File: config.mk
export PLATFORM = sky130hd
export DESIGN_NAME = dmem_arbiter
export DESIGN_NICKNAME = d
export VERILOG_FILES = /design/src/rtl/dmem_arbiter.sv
export SDC_FILE = /design/constraint.sdc
export NUM_CORES = 1
export LEC_CHECK = 0
export CAP_MARGIN = 20
export CORE_UTILIZATION = 37
export CTS_CLUSTER_SIZE = 40
export DETAILED_ROUTE_END_ITERATION = 8
export GPL_TIMING_DRIVEN = 0
export PLACE_DENSITY = 0.85
export SLEW_MARGIN = 20
export SYNTH_ARGS = -nofsm -noshare
export SYNTH_HDL_FRONTEND = slang
export SYNTH_SLANG_ARGS = --single-unit
File: constraint.sdc
create_clock -name clk -period 1.4 [get_ports clk]
set_input_delay 0.14 -clock clk [delete_from_list [all_inputs] [get_ports clk]]
set_output_delay 0.14 -clock clk [all_outputs]
set_load 0.01 [all_outputs]
File: src/rtl/dmem_arbiter.sv
// Core/loader arbiter for a single-port data memory; all outputs registered, one access in flight.
// Define DMEM_ARB_RR_EN for round-robin tie-breaking; the default build gives the core fixed priority.
module dmem_arbiter #(
  parameter int ADDR_W = 8,
  parameter int DATA_W = 8
) (
  input  logic              clk,
  input  logic              reset,
  input  logic              core_req,
  input  logic              core_we,
  input  logic [ADDR_W-1:0] core_addr,
  input  logic [DATA_W-1:0] core_wdata,
  output logic              core_gnt,
  output logic              core_rvalid,
  input  logic              ldr_req,
  input  logic              ldr_we,
  input  logic [ADDR_W-1:0] ldr_addr,
  input  logic [DATA_W-1:0] ldr_wdata,
  output logic              ldr_gnt,
  output logic              ldr_rvalid,
  output logic [DATA_W-1:0] rd_data,
  output logic [ADDR_W-1:0] mem_addr,
  output logic [DATA_W-1:0] mem_wdata,
  output logic              mem_read,
  output logic              mem_write,
  input  logic [DATA_W-1:0] mem_rdata
);

  // ISSUE: command captured, gnt on the outputs, strobe being registered.
  // RESP: load strobe on the outputs, read data and rvalid being registered.
  typedef enum logic [1:0] {IDLE, ISSUE, RESP} state_t;

  state_t            state_q, state_d;
  logic              owner_q, owner_d;
  logic              we_q, we_d;
  logic [ADDR_W-1:0] addr_q, addr_d;
  logic [DATA_W-1:0] wdata_q, wdata_d;
  logic [DATA_W-1:0] rdata_q, rdata_d;
  logic              core_gnt_q, core_gnt_d;
  logic              ldr_gnt_q, ldr_gnt_d;
  logic              core_rvalid_q, core_rvalid_d;
  logic              ldr_rvalid_q, ldr_rvalid_d;
  logic              mem_read_q, mem_read_d;
  logic              mem_write_q, mem_write_d;
  logic              any_req;
  logic              pick_ldr;

  assign any_req = core_req | ldr_req;

`ifdef DMEM_ARB_RR_EN
  logic last_ldr_q, last_ldr_d;

  // On a tie the loader wins only if the core was granted most recently.
  always_comb begin
    pick_ldr = ldr_req & (~core_req | ~last_ldr_q);
  end

  always_comb begin
    last_ldr_d = last_ldr_q;
    if (state_q == IDLE && any_req) begin
      last_ldr_d = pick_ldr;
    end
  end

  always_ff @(posedge clk) begin
    if (reset) begin
      last_ldr_q <= 1'b1;
    end else begin
      last_ldr_q <= last_ldr_d;
    end
  end
`else
  always_comb begin
    pick_ldr = ldr_req & ~core_req;
  end
`endif

  always_comb begin
    state_d       = state_q;
    owner_d       = owner_q;
    we_d          = we_q;
    addr_d        = addr_q;
    wdata_d       = wdata_q;
    rdata_d       = rdata_q;
    core_gnt_d    = 1'b0;
    ldr_gnt_d     = 1'b0;
    core_rvalid_d = 1'b0;
    ldr_rvalid_d  = 1'b0;
    mem_read_d    = 1'b0;
    mem_write_d   = 1'b0;
    unique case (state_q)
      IDLE: begin
        if (any_req) begin
          owner_d    = pick_ldr;
          we_d       = pick_ldr ? ldr_we : core_we;
          addr_d     = pick_ldr ? ldr_addr : core_addr;
          wdata_d    = pick_ldr ? ldr_wdata : core_wdata;
          core_gnt_d = ~pick_ldr;
          ldr_gnt_d  = pick_ldr;
          state_d    = ISSUE;
        end
      end
      ISSUE: begin
        mem_read_d  = ~we_q;
        mem_write_d = we_q;
        state_d     = we_q ? IDLE : RESP;
      end
      RESP: begin
        // mem_rdata is valid while the read strobe is on the outputs.
        rdata_d       = mem_rdata;
        core_rvalid_d = ~owner_q;
        ldr_rvalid_d  = owner_q;
        state_d       = IDLE;
      end
      default: state_d = IDLE;
    endcase
  end

  always_ff @(posedge clk) begin
    if (reset) begin
      state_q       <= IDLE;
      owner_q       <= 1'b0;
      we_q          <= 1'b0;
      addr_q        <= '0;
      wdata_q       <= '0;
      rdata_q       <= '0;
      core_gnt_q    <= 1'b0;
      ldr_gnt_q     <= 1'b0;
      core_rvalid_q <= 1'b0;
      ldr_rvalid_q  <= 1'b0;
      mem_read_q    <= 1'b0;
      mem_write_q   <= 1'b0;
    end else begin
      state_q       <= state_d;
      owner_q       <= owner_d;
      we_q          <= we_d;
      addr_q        <= addr_d;
      wdata_q       <= wdata_d;
      rdata_q       <= rdata_d;
      core_gnt_q    <= core_gnt_d;
      ldr_gnt_q     <= ldr_gnt_d;
      core_rvalid_q <= core_rvalid_d;
      ldr_rvalid_q  <= ldr_rvalid_d;
      mem_read_q    <= mem_read_d;
      mem_write_q   <= mem_write_d;
    end
  end

  // Captured address/data feed the memory port directly; they only matter while a strobe is high.
  assign mem_addr    = addr_q;
  assign mem_wdata   = wdata_q;
  assign mem_read    = mem_read_q;
  assign mem_write   = mem_write_q;
  assign rd_data     = rdata_q;
  assign core_gnt    = core_gnt_q;
  assign ldr_gnt     = ldr_gnt_q;
  assign core_rvalid = core_rvalid_q;
  assign ldr_rvalid  = ldr_rvalid_q;

endmodule

==> qor.json, run 1 <==
{
  "outcome": {"value": "completed"},
  "vias": {"value": 1198},
  "cp_endpoint": {"value": "rd_data[7]"},
  "maximum_capacitance_violations": {"value": 0},
  "cts_max_path_buffers": {"value": 2},
  "last_weighted_congestion_value_of_the_routability_driven_placer": {"value": 0.684},
  "setup.worst_path.class": {"value": "flip-flop to primary output"},
  "p_leak": {"value": 1.19, "unit": "nW"},
  "io_pins": {"value": 76},
  "power.ir.vdd_worst": {"value": 596, "unit": "µV"},
  "route.detailed.wl_per_inst": {"value": 14.1, "unit": "µm"},
  "cts_hold_buffers": {"value": 0},
  "synth.yosys.seq_area_share": {"value": 0.516},
  "clkLatencyLatePin": {"value": 0.34, "unit": "ns"},
  "clock_sinks": {"value": 34},
  "dp.final_hpwl": {"value": 2550, "unit": "µm"},
  "maxSlewHeadroom": {"value": 0.748},
  "clock.fmax": {"value": 0.747, "unit": "GHz"},
  "worst-slew-pin-transition": {"value": 0.373, "unit": "ns"},
  "syn-instance-count": {"value": 117},
  "maxSlewViolCount": {"value": 0},
  "final_common_cell": {"value": "clkdlybuf4s50_1"},
  "reg2regPathDepth": {"value": 3},
  "cts_inserted_buffers": {"value": 5},
  "port-buffer-count": {"value": 75},
  "die_w": {"value": 61.7, "unit": "µm"},
  "cp.required": {"value": 1.26, "unit": "ns"},
  "timing.critical_path.from": {"value": "rd_data[7]"},
  "routedLengthMet1": {"value": 1360, "unit": "µm"},
  "clockRootBuffer": {"value": "clkbuf_4"},
  "leading_cell_types_in_the_layout_fill_and_taps_excluded": {"value": "51 x clkdlybuf4s50_1, 34 x dfxtp_1, 17 x mux2i_1, 16 x nand2_1, 16 x dlymetal6s2s_1"},
  "cts_resized": {"value": 9},
  "postSynthAreaPerCell": {"value": 11.3, "unit": "µm²"},
  "cts.reportedPaths.clkPinSlew": {"value": 0.10, "unit": "ns"},
  "synth_simple_gate_area_share": {"value": 0.112},
  "core-area": {"value": 3360, "unit": "µm²"},
  "met3_length": {"value": 252, "unit": "µm"},
  "cp_num_cells": {"value": 1},
  "sum_of_met2_wire_segment_lengths_after_detailed_routing": {"value": 1810, "unit": "µm"},
  "yosys.area_share.adder": {"value": 0},
  "setup_violations": {"value": 0},
  "wire_length_of_the_first_global_routing_pass": {"value": 4970, "unit": "µm"},
  "drive_gt1_frac": {"value": 0.125},
  "cts-htree-levels": {"value": 2},
  "grt_pass1_vias": {"value": 1078},
  "tritoncts": {"value": "yes"},
  "initial_core_util": {"value": 0.392},
  "cts_post_setup_buffers_inserted": {"value": 0},
  "globalRouteTotalUtil": {"value": 0.185},
  "cp.buffers_inverters": {"value": 1},
  "drt.antenna.violating_nets": {"value": 0},
  "area.growth.synth_to_final": {"value": 69.6, "unit": "%"},
  "worst_ep_arrival_time": {"value": 1.20, "unit": "ns"},
  "multiInputGateArea": {"value": 576, "unit": "µm²"},
  "ys_seq_elements": {"value": 34},
  "fraction_of_synthesized_area_in_multiplexers": {"value": 0.129},
  "antenna_cells_inserted": {"value": 0},
  "syn-cell-area": {"value": 1320, "unit": "µm²"},
  "routed_via_density": {"value": 4.87},
  "finalCritPeriodShare": {"value": 0.956},
  "timing.rr.start": {"value": "state_q[0]"},
  "routed_wl": {"value": 3470, "unit": "µm"},
  "register_area": {"value": 681, "unit": "µm²"},
  "number_of_antenna_violations_at_the_first_check_in_global_routing": {"value": 0},
  "yosys.cell_types.count": {"value": 21},
  "1st_pass_router_iterations": {"value": 4},
  "p_per_area": {"value": 985, "unit": "nW/µm²"},
  "hold_path.class": {"value": "input port to flip-flop"},
  "design.final.nets": {"value": 245},
  "path_max_fanout": {"value": 2},
  "unrepaired_setup_endpoints_after_global_routing": {"value": "no"},
  "endpoint_kind": {"value": "primary output"},
  "postLayoutCoreUtil": {"value": 0.665},
  "die_h": {"value": 61.7, "unit": "µm"},
  "r2r_setup_slack": {"value": 0.08, "unit": "ns"},
  "rows": {"value": 21},
  "cpLargestDelayFamily": {"value": "buffers and inverters"},
  "timing.critical_path.from_type": {"value": "flip-flop"},
  "dominant_combinational_cell_family_by_area_after_synthesis": {"value": "compound AO/OA/AOI/OAI gates"},
  "fp.dieArea": {"value": 3810, "unit": "µm²"},
  "synth.net_count": {"value": 163},
  "synth-compound-area-share": {"value": 0.195},
  "timing.critical_path.slowest_stage_cell": {"value": "clkdlybuf4s50_1"},
  "remaining_drc_errors": {"value": 0},
  "finalClockSkew": {"value": 0.00628, "unit": "ns"},
  "grt-ovfl-total": {"value": 0},
  "final.hold.worst_slack": {"value": 0.358, "unit": "ns"},
  "min_period": {"value": 1.34, "unit": "ns"},
  "timing_hold_violations_final": {"value": 0},
  "synthXorXnorAreaFrac": {"value": 0},
  "path_cells": {"value": "clkdlybuf4s50_1"},
  "regToRegEndpoint": {"value": "mem_wdata[5]"},
  "crit_path_max_incr_delay": {"value": 0.53, "unit": "ns"},
  "top_signal_layer_used": {"value": "met4"},
  "synth_warn": {"value": 0},
  "initialDrtViolationCount": {"value": 32},
  "fillerInstances": {"value": 288},
  "maximum_number_of_pins_on_one_net_before_global_route_repair": {"value": 11}
}
worst min path at each step:
| stage | from | endpoint | slack (ns) | depth (start not counted) |
|---|---|---|---|---|
| floorplan | reset | mem_read | 0.22 | 1 |
| global placement | rd_data[7] | rd_data[7] | 0.44 | 2 |
| detailed placement | rd_data[5] | rd_data[5] | 0.45 | 2 |
| CTS | mem_rdata[5] | rd_data[5] | 0.34 | 3 |
| global route | mem_rdata[5] | rd_data[5] | 0.34 | 3 |
| finish | mem_rdata[4] | rd_data[4] | 0.36 | 3 |
logic make-up after synthesis:
family | after synthesis
buffers and inverters | 11
AND/OR/NAND/NOR | 28
AO/OA/AOI/OAI | 27
multiplexers | 17
flip-flops | 34
flip-flops by register name (all words and copies together) (netlist names), 2 cells and up:
signal	flops
mem_addr	8
mem_wdata	8
rd_data	8
state_q	2
cells in the mapped netlist (all sizes together):
cell type / count / area (µm²)
dfxtp: 34 / 681
o2bb2ai: 18 / 208
mux2i: 17 / 170
nand2: 16 / 60.1
a21oi: 8 / 40.0
buf: 5 / 40.0
clkbuf: 4 / 15.0
and2b: 2 / 15.0
inv: 2 / 7.51
nor2: 2 / 7.51
nor4b: 2 / 17.5
and3: 1 / 6.26
nand2b: 1 / 6.26
nor3: 1 / 5.00
nor4bb: 1 / 10.0
o31a: 1 / 10.0
or2b: 1 / 8.76
or4: 1 / 11.3
metrics by stage:
| stage | instances | setup WS, ns | setup TNS, ns | total power [W] | area, µm² |
|---|---|---|---|---|---|
| after floorplan | 117 | 0.167 | 0 | 0.00129 | 1320 |
| after global placement | 238 | -0.304 | -3.66 | 0.00157 | 2130 |
| after detailed placement | 238 | -0.383 | -4.32 | 0.00158 | 2130 |
| after CTS | 246 | 0.00809 | 0 | 0.00223 | 2200 |
| after global routing | 246 | 0.00533 | 0 | 0.00231 | 2240 |
| final | 246 | 0.0611 | 0 | 0.00220 | 2240 |
power by group:
group / total (W) / switching, W / internal [W]
clock: 0.000669 / 0.000326 / 0.000343
sequential: 0.00108 / 0.0000446 / 0.00104
combinational: 0.000453 / 0.000178 / 0.000275
total: 0.00220 / 0.000548 / 0.00166
layer usage:
| layer | track usage | vias to the layer above |
|---|---|---|
| li1 | - | 584 |
| met1 | 0.201 | 549 |
| met2 | 0.316 | 59 |
| met3 | 0.0745 | 6 |
| met4 | 0.0825 | 0 |
| met5 | 0 | - |
area by class of cell:
type,count,share of cell area
multi-input combinational,72,0.257
inverter,2,0.00336
sequential,34,0.304
clock buffer,8,0.0352
timing repair buffer,75,0.349
buffer,9,0.0252
tap,46,0.0257
Note: power is estimated with default switching activity, not from simulation.
==> run 2: changes to the inputs <==
--- a/config.mk
+++ b/config.mk
@@ -11,6 +11,7 @@
 export DETAILED_ROUTE_END_ITERATION = 8
 export GPL_TIMING_DRIVEN = 0
 export PLACE_DENSITY = 0.85
+export RECOVER_POWER = 25
 export SLEW_MARGIN = 20
 export SYNTH_ARGS = -nofsm -noshare
 export SYNTH_HDL_FRONTEND = slang
==> run 2 against run 1 <==
Against the previous run: register-to-register slack about the same; sequential power about the same; first-iteration DRC count is 3.1% higher; core utilization down 1.1 points; clock skew about the same; power hardly changed; cell count is the same; worst setup slack hardly changed; critical path type unchanged; largest cell class unchanged.
==> qor.json, run 2 (synthesized netlist as in run 1, its figures left out) <==
{
  "worst-slew-pin-transition": {"value": 0.373, "unit": "ns"},
  "antenna_cells_inserted": {"value": 0},
  "finalCritPeriodShare": {"value": 0.956},
  "design.final.nets": {"value": 245},
  "core-area": {"value": 3360, "unit": "µm²"},
  "grt_pass1_vias": {"value": 1078},
  "die_h": {"value": 61.7, "unit": "µm"},
  "clock.fmax": {"value": 0.747, "unit": "GHz"},
  "setup.worst_path.class": {"value": "flip-flop to primary output"},
  "p_leak": {"value": 0.975, "unit": "nW"},
  "min_period": {"value": 1.34, "unit": "ns"},
  "dp_worst_setup_slack": {"value": -0.383, "unit": "ns"},
  "grt-ovfl-total": {"value": 0},
  "port-buffer-count": {"value": 75},
  "p_per_area": {"value": 1000, "unit": "nW/µm²"},
  "cts_inserted_buffers": {"value": 5},
  "cpLargestDelayFamily": {"value": "buffers and inverters"},
  "io_pins": {"value": 76},
  "fp.dieArea": {"value": 3810, "unit": "µm²"},
  "cp.required": {"value": 1.26, "unit": "ns"},
  "routed_wl": {"value": 3450, "unit": "µm"},
  "stdcell_area": {"value": 2200, "unit": "µm²"},
  "clockRootBuffer": {"value": "clkbuf_4"},
  "post-route-worst-setup-slack": {"value": 0.0609, "unit": "ns"},
  "dp.final_hpwl": {"value": 2550, "unit": "µm"},
  "drive_gt1_frac": {"value": 0.125},
  "timing.critical_path.slowest_stage_cell": {"value": "clkdlybuf4s50_1"},
  "postLayoutCoreUtil": {"value": 0.654},
  "cts_hold_buffers": {"value": 0},
  "final_common_cell": {"value": "clkdlybuf4s50_1"},
  "hold_path.class": {"value": "input port to flip-flop"},
  "path_cells": {"value": "clkdlybuf4s50_1"},
  "endpoint_kind": {"value": "primary output"},
  "maxSlewHeadroom": {"value": 0.748},
  "wire_length_of_the_first_global_routing_pass": {"value": 4970, "unit": "µm"},
  "outcome": {"value": "completed"},
  "last_weighted_congestion_value_of_the_routability_driven_placer": {"value": 0.684},
  "initialDrtViolationCount": {"value": 33},
  "unrepaired_setup_endpoints_after_global_routing": {"value": "no"},
  "maximum_capacitance_violations": {"value": 0},
  "cts.reportedPaths.clkPinSlew": {"value": 0.10, "unit": "ns"},
  "tritoncts": {"value": "yes"},
  "crit_path_max_incr_delay": {"value": 0.53, "unit": "ns"},
  "initial_core_util": {"value": 0.392},
  "1st_pass_router_iterations": {"value": 4},
  "fin_total_pwr": {"value": 0.00220, "unit": "W"},
  "setup_violations": {"value": 0},
  "drt.antenna.violating_nets": {"value": 0},
  "power.ir.vdd_worst": {"value": 596, "unit": "µV"},
  "timing_hold_violations_final": {"value": 0},
  "path_max_fanout": {"value": 2},
  "leading_cell_types_in_the_layout_fill_and_taps_excluded": {"value": "50 x clkdlybuf4s50_1, 34 x dfxtp_1, 17 x mux2i_1, 16 x nand2_1, 11 x clkdlybuf4s25_1"},
  "cts_post_setup_buffers_inserted": {"value": 0},
  "clkLatencyLatePin": {"value": 0.34, "unit": "ns"},
  "detailed_place.area": {"value": 2130, "unit": "µm²"},
  "cp.buffers_inverters": {"value": 1},
  "globalRouteTotalUtil": {"value": 0.185},
  "routed_via_density": {"value": 4.87},
  "area.growth.synth_to_final": {"value": 66.9, "unit": "%"},
  "finalClockSkew": {"value": 0.00628, "unit": "ns"},
  "maxSlewViolCount": {"value": 0},
  "clock_sinks": {"value": 34},
  "cts_max_path_buffers": {"value": 2},
  "die_w": {"value": 61.7, "unit": "µm"},
  "cts_resized": {"value": 9},
  "route.detailed.wl_per_inst": {"value": 14.0, "unit": "µm"},
  "timing.critical_path.from_type": {"value": "flip-flop"},
  "remaining_drc_errors": {"value": 0},
  "number_of_antenna_violations_at_the_first_check_in_global_routing": {"value": 0},
  "vias": {"value": 1198},
  "maximum_number_of_pins_on_one_net_before_global_route_repair": {"value": 11},
  "worst_ep_arrival_time": {"value": 1.20, "unit": "ns"},
  "rows": {"value": 21},
  "tns": {"value": 0, "unit": "ns"},
  "cts-htree-levels": {"value": 2}
}
run 2: per-layer routing:
layer | GRT usage | wire (µm)
met2 | 0.316 | 1800
met4 | 0.0825 | 51
met1 | 0.201 | 1340
met3 | 0.0745 | 256
met5 | 0 | 0
run 2: cell type report:
cell class	count	area, µm²
buffer	9	56.3
clock buffer	8	78.8
fill	302	1160
inverter	2	7.51
multi-input combinational	72	576
sequential	34	681
tap	46	57.6
timing repair buffer	75	744
run 2: path summary, 6_finish.rpt:
path / from / to / slack [ns] / cells past startpoint
worst max register to register: state_q[0] / mem_wdata[5] / 0.08 / 3
worst min-delay path: mem_rdata[4] / rd_data[4] / 0.36 / 3
worst min register to register: rd_data[6] / rd_data[6] / 0.46 / 2
worst max-delay path: rd_data[7] / rd_data[7] / 0.06 / 1
run 2: through the flow:
stage	hold slack, ns	std cells
after global routing	0.337	246
after global placement	0.441	238
after CTS	0.341	246
after detailed placement	0.446	238
after floorplan	0.217	117
final	0.358	246
run 2: power by group:
| part | internal [W] | switching [W] |
|---|---|---|
| registers | 0.00104 | 0.0000455 |
| logic | 0.000272 | 0.000177 |
| clock network | 0.000343 | 0.000326 |
==> run 3: changes to the inputs <==
--- a/config.mk
+++ b/config.mk
@@ -16,3 +16,4 @@
 export SYNTH_ARGS = -nofsm -noshare
 export SYNTH_HDL_FRONTEND = slang
 export SYNTH_SLANG_ARGS = --single-unit
+export TNS_END_PERCENT = 1
==> results of run 3 <==
The final DEF is identical to that of run 2; final timing and power are the same.
==> patch: new RTL, config.mk and constraints of run 1 <==
The parameter `ADDR_W` goes from 8 to 7.
--- a/src/rtl/dmem_arbiter.sv
+++ b/src/rtl/dmem_arbiter.sv
@@ -1,7 +1,7 @@
 // Core/loader arbiter for a single-port data memory; all outputs registered, one access in flight.
 // Define DMEM_ARB_RR_EN for round-robin tie-breaking; the default build gives the core fixed priority.
 module dmem_arbiter #(
-  parameter int ADDR_W = 8,
+  parameter int ADDR_W = 7,
   parameter int DATA_W = 8
 ) (
   input  logic              clk,
Interface: changed (resized core_addr, ldr_addr and mem_addr); port bits go from 76 to 73. No check against the original RTL was run, so the function may have changed too.
==> patch against run 1 <==
Design area is 0.78% lower. Combinational power is 2% higher. Total power is 8.2% lower. Hold slack worse by 0.0012 ns. Synthesized cell count is 2.6% lower. Worst setup slack worse by 0.0032 ns. Wire length is 5.6% lower. First-iteration DRC count is 28% higher. Synthesized area is 1.2% higher. Non-clock buffer count is 4 lower. Sequential cell count is 1 lower. Via count is 6.8% lower. Critical path type is now reg2reg. Critical endpoint is now mem_wdata[5]. Largest cell class unchanged.
==> patch: results (changes against run 1) <==
stage	metric	value	unit	change
run_status	status	complete, no violations		unchanged
cts	Clock Tree Root	clkbuf_4		unchanged
place	worst slack, placed	-0.291	ns	was -0.383 ns
yosys	ys flop type	dfxtp_1		unchanged
route	routed vias/inst	4.67		was 4.87
worst_hold_path	min-delay src	mem_rdata[3]		was mem_rdata[4]
place	HPWL after detailed placement	2460	µm	was 2550 µm
sta	clk_skew	0.0128	ns	was 0.00628 ns
sta	Min Hold Slack	0.357	ns	was 0.358 ns
power_and_ir_drop	Pleak	1.23	nW	was 1.19 nW
global_routing	first-pass GRT wire length	4860	µm	was 4970 µm
layout	final net count	236		was 245
cts	post-CTS setup buffers	0		unchanged
cts	cts bufs inserted	5		unchanged
global_routing	antenna violations before repair	0		unchanged
layout	antenna cells	0		unchanged
setup_path	Arrival @ worst endpoint	1.56	ns	was 1.20 ns
place	Port Buffers	72		was 75
setup_path	r2r startpoint	state_q[0]		unchanged
yosys	Syn Nets	158		was 163
route	Avg WL per Cell	13.7	µm	was 14.1 µm
setup_path	CP max FO	10		was 2
cts	clk_lat worst skew	0.32	ns	was 0.34 ns
setup_path	Reg2Reg Depth	4		was 3
worst_hold_path	Hold Crit Class	in2reg		unchanged
route	1st-iter DRT viols	41		was 32
setup_path	Reg2Reg Setup Slack	0.06	ns	was 0.08 ns
place	GPL Wtd Cong	0.690		was 0.684
global_routing	vias in the first global route	1109		was 1078
cts	Max Buffers Root-to-Sink	2		unchanged
yosys	top cells by count, synth	dfxtp_1, o2bb2ai_2, mux2i_1, nand2_1, a21oi_1		was dfxtp_1, mux2i_1, nand2_1
setup_path	RR Endpoint	mem_wdata[5]		unchanged
yosys	YS warnings	0		unchanged
sta	Slew @ Worst Pin	0.469	ns	was 0.373 ns
yosys	Post-Synthesis Cells	114		was 117
yosys	post-synthesis sequential area ratio	49.5	%	was 51.6%
layout	share of layout cells above drive strength 1	17.6	%	was 12.5%
worst_hold_path	worst hold stages	3		unchanged
cts	Worst-path clk slew	0.10	ns	about the same
yosys	Synth cell types	21		unchanged
power_and_ir_drop	IR Drop Worst-Case VDD	0.548	mV	was 0.596 mV
yosys	asr flop ratio synth	0	%	unchanged
route	First-pass DRT Iterations	4		unchanged
place	post-placement cell area	2110	µm²	was 2130 µm²
global_routing	largest net degree at the start of global routing	12		was 11
yosys	top post-synthesis cells by area	dfxtp_1, o2bb2ai_2, mux2i_1, nand2_1, a21oi_1		was dfxtp_1, mux2i_1, o2bb2ai_2, o2bb2ai_1, nand2_1
global_routing	gr usage total	17.8	%	was 18.5%
place	placed insts	232		was 238
cts	Max H-tree Level	2		unchanged
route	DRT Wirelength	3270	µm	was 3470 µm
worst_hold_path	WHS Endpoint	rd_data[3]		was rd_data[4]
[patch: layout make-up]
type                       instances  area, µm²
clock inverter                     3       17.5
timing repair buffer              72        773
tap                               46       57.6
multi-input combinational         70        611
clock buffer                       5       37.5
buffer                             8       53.8
inverter                           2       7.51
fill                             255       1170
sequential                        33        662
[patch: how the worst max path moves through the flow]
stage	endpoint	cells after the start	slack, ns	from
2_1_floorplan	owner_q	4	0.17	state_q[0]
3_3_place_gp	mem_addr[6]	6	-0.25	ldr_req
3_5_place_dp	mem_addr[0]	6	-0.29	core_req
4_1_cts	mem_addr[0]	1	0.0004	mem_addr[0]
5_1_grt	core_rvalid	1	0.002	core_rvalid
6_report	mem_wdata[5]	4	0.06	state_q[0]
[patch: repair_timing]
item	in CTS	in global routing
resized for setup	3	23
setup endpoints to repair	3	32
hold buffers	0	0
[patch: power breakdown]
| group | internal, W | total [W] | switching, W |
|---|---|---|---|
| sequential | 0.00101 | 0.00105 | 0.0000474 |
| combinational | 0.000279 | 0.000460 | 0.000181 |
| clock | 0.000189 | 0.000509 | 0.000320 |
[patch: worst max-delay path, cell delays in order (launching register included)]
cell and delay (ns):
dfxtp_1 0.36, o31a_1 0.29, buf_2 0.19, clkbuf_4 0.24
o2bb2ai_2 0.15
[patch: logic make-up (layout without fill, tap and decap cells)]
family                 after synthesis  in the layout  synth area share [%]
flip-flops                          33             33                  49.5
AND/OR/NAND/NOR                     28             28                  11.0
AO/OA/AOI/OAI                       26             26                  22.8
multiplexers                        16             16                  12.0
buffers and inverters               11             90                  4.78
[patch: routing by layer]
metal	part of all wire, %	vias up	routed length, µm	track usage (%)
li1	-	563	-	-
met1	40	506	1320	20.3
met2	51	43	1690	31.2
met3	7.1	5	232	4.97
met4	1.1	0	35	7.62
met5	0	-	0	0
